==> src/rtl/issue_sched_if.sv <==
// issue_sched_if: buffer-head, pipeline-status and issue-control signals of the dual-issue scheduler.
interface issue_sched_if;
  logic h0_valid, h1_valid;
  logic [9:0] h0_type, h1_type;
  logic h0_rf_we, h1_rf_we;
  logic [4:0] h0_rd, h1_rd, h1_raddr1, h1_raddr2;
  logic stall, flush_BR, pipe_empty, ser_done;
  logic issue_valid1, issue_valid2;
  logic [1:0] pop_cnt;
  logic ser_busy;
  modport master(
    output h0_valid, h1_valid, h0_type, h1_type, h0_rf_we, h1_rf_we, h0_rd, h1_rd,
           h1_raddr1, h1_raddr2, stall, flush_BR, pipe_empty, ser_done,
    input issue_valid1, issue_valid2, pop_cnt, ser_busy
  );
  modport slave(
    input h0_valid, h1_valid, h0_type, h1_type, h0_rf_we, h1_rf_we, h0_rd, h1_rd,
          h1_raddr1, h1_raddr2, stall, flush_BR, pipe_empty, ser_done,
    output issue_valid1, issue_valid2, pop_cnt, ser_busy
  );
endinterface

==> src/rtl/issue_sched.sv <==
// issue_sched: dual-issue scheduler with pairing rules, CSR/ERTN/CACOP serialization and divider throttling.
module issue_sched #(
  parameter logic [9:0] SER_MASK = 10'h0B0,
  parameter int DIV_CYCLES = 34,
  parameter int CNT_W = 6
) (
  input logic clk,
  input logic rst,
  issue_sched_if.slave s
);
  localparam logic [1:0] RUN = 2'd0, DRAIN = 2'd1, WAIT = 2'd2;
  localparam logic [CNT_W-1:0] DIV_LOAD = CNT_W'(DIV_CYCLES);
  logic [1:0] state, state_nx;
  logic [CNT_W-1:0] div_cnt;
  logic live, gate, div_busy, ser0, ser1, md0, md1, raw, waw, run_i0, run_i1, iv1, iv2, div_go;
  always_comb begin
    gate = s.stall | s.flush_BR;
    div_busy = div_cnt != '0;
    ser0 = (s.h0_type & SER_MASK) != '0;
    ser1 = (s.h1_type & SER_MASK) != '0;
    md0 = s.h0_type[2] | s.h0_type[3];
    md1 = s.h1_type[2] | s.h1_type[3];
    raw = s.h0_rf_we & s.h0_rd != 5'd0 & (s.h0_rd == s.h1_raddr1 | s.h0_rd == s.h1_raddr2);
    waw = s.h0_rf_we & s.h1_rf_we & s.h0_rd == s.h1_rd & s.h1_rd != 5'd0;
    run_i0 = s.h0_valid & ~ser0 & ~(md0 & div_busy);
    run_i1 = run_i0 & s.h1_valid & ~ser1 & (s.h0_type == 10'h001 | s.h1_type == 10'h001)
             & ~raw & ~waw & ~(md1 & div_busy);
    // live holds every output low for the first cycle after reset release
    iv1 = live & ~gate & (state == RUN ? run_i0 : state == DRAIN & s.pipe_empty);
    iv2 = live & ~gate & state == RUN & run_i1;
    div_go = (iv1 & s.h0_type[3]) | (iv2 & s.h1_type[3]);
    state_nx = !live ? state
             : state == RUN ? (s.h0_valid & ser0 ? DRAIN : RUN)
             : state == DRAIN ? (s.flush_BR ? RUN : iv1 ? WAIT : DRAIN)
             : s.ser_done ? RUN : WAIT;
  end
  assign s.issue_valid1 = iv1;
  assign s.issue_valid2 = iv2;
  assign s.pop_cnt = {1'b0, iv1} + {1'b0, iv2};
  assign s.ser_busy = state != RUN;
  always_ff @(posedge clk or posedge rst) begin
    if (rst) begin
      state <= RUN;
      div_cnt <= '0;
      live <= 1'b0;
    end else begin
      live <= 1'b1;
      state <= state_nx;
      div_cnt <= div_go ? DIV_LOAD : div_busy ? div_cnt - 1'b1 : div_cnt;
    end
  end
endmodule

==> src/flat_wrapper.sv <==
// flat-port wrapper written by rule: the top's interface ports become plain ports
module issue_sched_flat 
#(
  parameter logic [9:0] SER_MASK = 10'h0B0,
  parameter int DIV_CYCLES = 34,
  parameter int CNT_W = 6
)
  (clk, rst, s_h0_valid, s_h1_valid, s_h0_type, s_h1_type, s_h0_rf_we, s_h1_rf_we, s_h0_rd, s_h1_rd, s_h1_raddr1, s_h1_raddr2, s_stall, s_flush_BR, s_pipe_empty, s_ser_done, s_issue_valid1, s_issue_valid2, s_pop_cnt, s_ser_busy);
  issue_sched_if s_i ();
  input logic clk;
  input logic rst;
  input wire logic [$bits(s_i.h0_valid)-1:0] s_h0_valid;
  input wire logic [$bits(s_i.h1_valid)-1:0] s_h1_valid;
  input wire logic [$bits(s_i.h0_type)-1:0] s_h0_type;
  input wire logic [$bits(s_i.h1_type)-1:0] s_h1_type;
  input wire logic [$bits(s_i.h0_rf_we)-1:0] s_h0_rf_we;
  input wire logic [$bits(s_i.h1_rf_we)-1:0] s_h1_rf_we;
  input wire logic [$bits(s_i.h0_rd)-1:0] s_h0_rd;
  input wire logic [$bits(s_i.h1_rd)-1:0] s_h1_rd;
  input wire logic [$bits(s_i.h1_raddr1)-1:0] s_h1_raddr1;
  input wire logic [$bits(s_i.h1_raddr2)-1:0] s_h1_raddr2;
  input wire logic [$bits(s_i.stall)-1:0] s_stall;
  input wire logic [$bits(s_i.flush_BR)-1:0] s_flush_BR;
  input wire logic [$bits(s_i.pipe_empty)-1:0] s_pipe_empty;
  input wire logic [$bits(s_i.ser_done)-1:0] s_ser_done;
  output wire logic [$bits(s_i.issue_valid1)-1:0] s_issue_valid1;
  output wire logic [$bits(s_i.issue_valid2)-1:0] s_issue_valid2;
  output wire logic [$bits(s_i.pop_cnt)-1:0] s_pop_cnt;
  output wire logic [$bits(s_i.ser_busy)-1:0] s_ser_busy;
  assign s_i.h0_valid = s_h0_valid;
  assign s_i.h1_valid = s_h1_valid;
  assign s_i.h0_type = s_h0_type;
  assign s_i.h1_type = s_h1_type;
  assign s_i.h0_rf_we = s_h0_rf_we;
  assign s_i.h1_rf_we = s_h1_rf_we;
  assign s_i.h0_rd = s_h0_rd;
  assign s_i.h1_rd = s_h1_rd;
  assign s_i.h1_raddr1 = s_h1_raddr1;
  assign s_i.h1_raddr2 = s_h1_raddr2;
  assign s_i.stall = s_stall;
  assign s_i.flush_BR = s_flush_BR;
  assign s_i.pipe_empty = s_pipe_empty;
  assign s_i.ser_done = s_ser_done;
  assign s_issue_valid1 = s_i.issue_valid1;
  assign s_issue_valid2 = s_i.issue_valid2;
  assign s_pop_cnt = s_i.pop_cnt;
  assign s_ser_busy = s_i.ser_busy;
  issue_sched #(.SER_MASK(SER_MASK), .DIV_CYCLES(DIV_CYCLES), .CNT_W(CNT_W)) u_core (.clk(clk), .rst(rst), .s(s_i));
endmodule
==> config.mk <==
export PLATFORM = sky130hd
export DESIGN_NAME = issue_sched_flat
export DESIGN_NICKNAME = d
export VERILOG_FILES = /design/src/rtl/issue_sched_if.sv /design/src/rtl/issue_sched.sv /design/src/flat_wrapper.sv
export SDC_FILE = /design/constraint.sdc
export NUM_CORES = 1
export LEC_CHECK = 0
export ABC_CLOCK_PERIOD_IN_PS = 2200
export CAP_MARGIN = 20
export CORE_MARGIN = 5
export CORE_UTILIZATION = 35
export CTS_CLUSTER_DIAMETER = 150
export CTS_CLUSTER_SIZE = 16
export DETAILED_ROUTE_END_ITERATION = 7
export MAX_ROUTING_LAYER = met4
export PLACE_DENSITY_LB_ADDON = 0.2
export SLEW_MARGIN = 20
export SYNTH_ARGS = -nofsm -noshare
export SYNTH_HDL_FRONTEND = slang
export SYNTH_SLANG_ARGS = --single-unit
==> constraint.sdc <==
create_clock -name clk -period 2.2 [get_ports clk]
set_input_delay 0.55 -clock clk [delete_from_list [all_inputs] [get_ports clk]]
set_output_delay 0.55 -clock clk [all_outputs]
set_load 0.01 [all_outputs]
==> results.yml <==
outcome:
  outcome: "complete, but fails checks"
  violations: "negative setup slack"
clock_tree:
  cts_tree: "built"
  ctsHoldBuffers: 0
  clockRootBuffer: "clkbuf_4"
  cts.clk_slew.worst_paths_ns: 0.06
  clkLatencyLatePin_ns: 0.25
  clk_path_buf_depth: 2
  cts_buffers: 3
  cts_sinks: 9
  h-tree-depth: 1
power_and_ir_drop:
  vdd_drop_max_mv: 0.507
  leakagePower_nw: 0.841
  powerDensity_mw_per_mm2: 638
  p_total_w: 0.00113
worst_setup_path:
  critPathArrivalTime_ns: 1.92
  path_buf_inv: 2
  cp-end-kind: "output pin"
  path_cells: "buf_8, or4_4, o21ai_4, a31oi_4, nor2_4, ha_4, buf_6"
  max_stage_delay_ns: 0.55
  start_kind: "input port"
  cp_max_fo: 4
  cp_top_family: "simple AND/OR/NAND/NOR gates"
  timing.critical_path.slowest_stage_cell: "or4_4"
  worstSetupPathType: "input port to output pin"
  crit_required_ns: 1.65
finish:
  nNetsFinal: 244
  fin_area_sq_mm: 0.00177
  fill_cells: 145
  drive_above_1_share_pct: 42.4
  fin_util_pct: 80.0
  area_growth_syn_to_layout_pct: 118
  final_cells: 219
  antennaDiodeCount: 0
yosys:
  ys_seq_area_share_pct: 27.7
  synth_area_leader_cell: "dfrtp_1"
  ys_ff_latch: 9
  synth_fp_nets: 147
  synth_top_area_share_pct: 27.7
  synth.avg_cell_area_sq_um: 8.56
  synth_cells: 95
  synth_cell_types: 31
  yosysWarnings: 0
  ys_top_cells_by_area: "dfrtp_1 (28%), xor2_1 (11%), xnor2_1 (7.5%)"
  syn_area_sq_um: 813
floorplan:
  ios: 55
  initial_core_util_pct: 36.8
  die_area_sq_mm: 0.00339
  row_count: 17
  die_height_um: 58.2
  core-area_sq_mm: 0.00221
  die_x_um: 58.2
routing:
  viasPerCell: 4.89
  detail_route.wl_per_cell_um: 14.0
  vias: 1070
  drc_errors: 0
  firstDrtPassIters: 4
  ant_nets: 0
  drtIter0Drc: 29
  drt-total-wl_um: 3070
global_route:
  grt_first_pass_wirelength_um: 5130
  grt_pass1_vias: 1208
  grt_max_degree: 10
  antenna_found_initial: 0
  grt_overflow: 0
  grtUsageTotal_pct: 20.0
timing:
  tns_ns: -0.599
  rsz0062_at_grt: "true"
  fmax_mhz: 405
  hold_viol_final: 0
  slew_violations: 0
  post-route-period-util_pct: 112
  setup_viol: 4
  clock_skew_ns: 0.00203
  fin_crit_ns: 2.47
  setup_slack_ns: -0.272
placed_design:
  portBuffers: 54
  place_area_sq_mm: 0.00163
  place_hpwl_um: 2460
  gp_congestion: 0.784
  dp_cells: 207
flow_run:
  maxCapViolations: 0
worst_hold_path:
  min_path_type: "input port to async pin"
==> routing by layer <==
metal	vias up	track usage [%]	wire, um
li1	536	-	-
met1	487	23.3	1310
met2	43	34.4	1530
met3	4	4.68	197
met4	0	5.30	29
met5	-	-	0
==> worst reg2reg max path: cells and delay by family (launching register included) <==
family | cells | cell delay, ns
compound gates | 2 | 0.30
buf+inv | 3 | 0.45
flops | 1 | 0.41
simple gates | 3 | 0.50
==> what timing repair did <==
action | in CTS | in global routing
setup endpoints to repair | 4 | 4
gates resized for setup | 106 | 27
buffers inserted | 6 | 3
pin swaps | 30 | 17
==> final cells by class <==
class / count / area, sq um / area share, %
clock buffer: 4 / 26.3 / 1.48
inverter: 5 / 18.8 / 1.06
timing repair buffer: 92 / 795 / 44.9
tap: 28 / 35.0 / 1.98
multi-input combinational: 81 / 671 / 37.9
sequential: 9 / 225 / 12.7
==> cells by family after synthesis <==
group / after synthesis / synth area share [%]
buffers and inverters: 5 / 2.31
flip-flops: 9 / 27.7
adder cells (fa/ha/maj): 2 / 3.08
AO/OA/AOI/OAI: 19 / 16.8
other: 1 / 0.461
XOR/XNOR: 17 / 18.3
AND/OR/NAND/NOR: 42 / 31.4
==> cell usage in the layout (no fill, tap or decap), types with 5 or more instances in the layout <==
cell	count
dfrtp_1	9
inv_1	5
dlygate4sd2_1	14
buf_6	10
clkdlybuf4s15_1	8
xor2_1	10
nor2_1	6
clkbuf_2	7
xnor2_1	7
nor3_1	5
nand3_1	8
nand2_1	5
buf_4	36
clkdlybuf4s50_1	10
==> where the power goes <==
part / total, W / switching [W] / internal, W
combinational: 0.000713 / 0.000283 / 0.000431
sequential: 0.000293 / 0.0000604 / 0.000233
clock: 0.000124 / 0.0000540 / 0.0000697
==> sequential cells by signal (all words and copies together), names as in the netlist <==
signal	flops
u_core.div_cnt	6
u_core.live	1
u_core.state	2
==> Yosys cell counts <==
cell,instances
inv_1,5
xor2_1,10
a31oi_2,1
ha_1,2
nor3_1,7
o21ai_0,2
a2bb2oi_1,1
or4_4,1
nor3b_2,1
o21ai_2,1
o21ai_1,1
xnor2_1,7
nor4b_1,1
nor3b_4,2
or2_2,2
o21a_1,1
nand3b_1,1
nand2_1,6
conb_1,1
a21oi_1,5
o211ai_1,3
dfrtp_1,9
a22o_1,1
o31ai_1,1
nand3_1,8
nor4_1,3
nor2_1,7
or3_1,1
o211a_1,2
nor3_2,1
nand4_1,1
==> metrics by stage <==
step,setup WS [ns],hold slack [ns]
finish,-0.272,0.554
global route,-0.371,0.589
CTS,-0.253,0.560
detailed placement,-1.10,0.554
global placement,-1.04,0.543
floorplan,-0.00995,0.378
==> worst paths after layout <==
path                                               startpoint                            end  slack (ns)  cells past startpoint
worst max register to register  u_core.div_cnt[2]$_DFFE_PP0P_  u_core.div_cnt[0]$_DFFE_PP0P_        0.42                      8
worst max-delay path                               s_h0_rd[0]                   s_pop_cnt[0]       -0.27                      7
max in group asynchronous                                 rst    u_core.state[1]$_DFFE_PP0P_        1.40                      2
worst min-delay path                                      rst    u_core.state[0]$_DFFE_PP0P_        0.55                      2
min in group clk                u_core.div_cnt[4]$_DFFE_PP0P_  u_core.div_cnt[4]$_DFFE_PP0P_        0.58                      2
worst min register to register  u_core.div_cnt[4]$_DFFE_PP0P_  u_core.div_cnt[4]$_DFFE_PP0P_        0.58                      2
No activity file was read; power rests on OpenSTA's default activity.
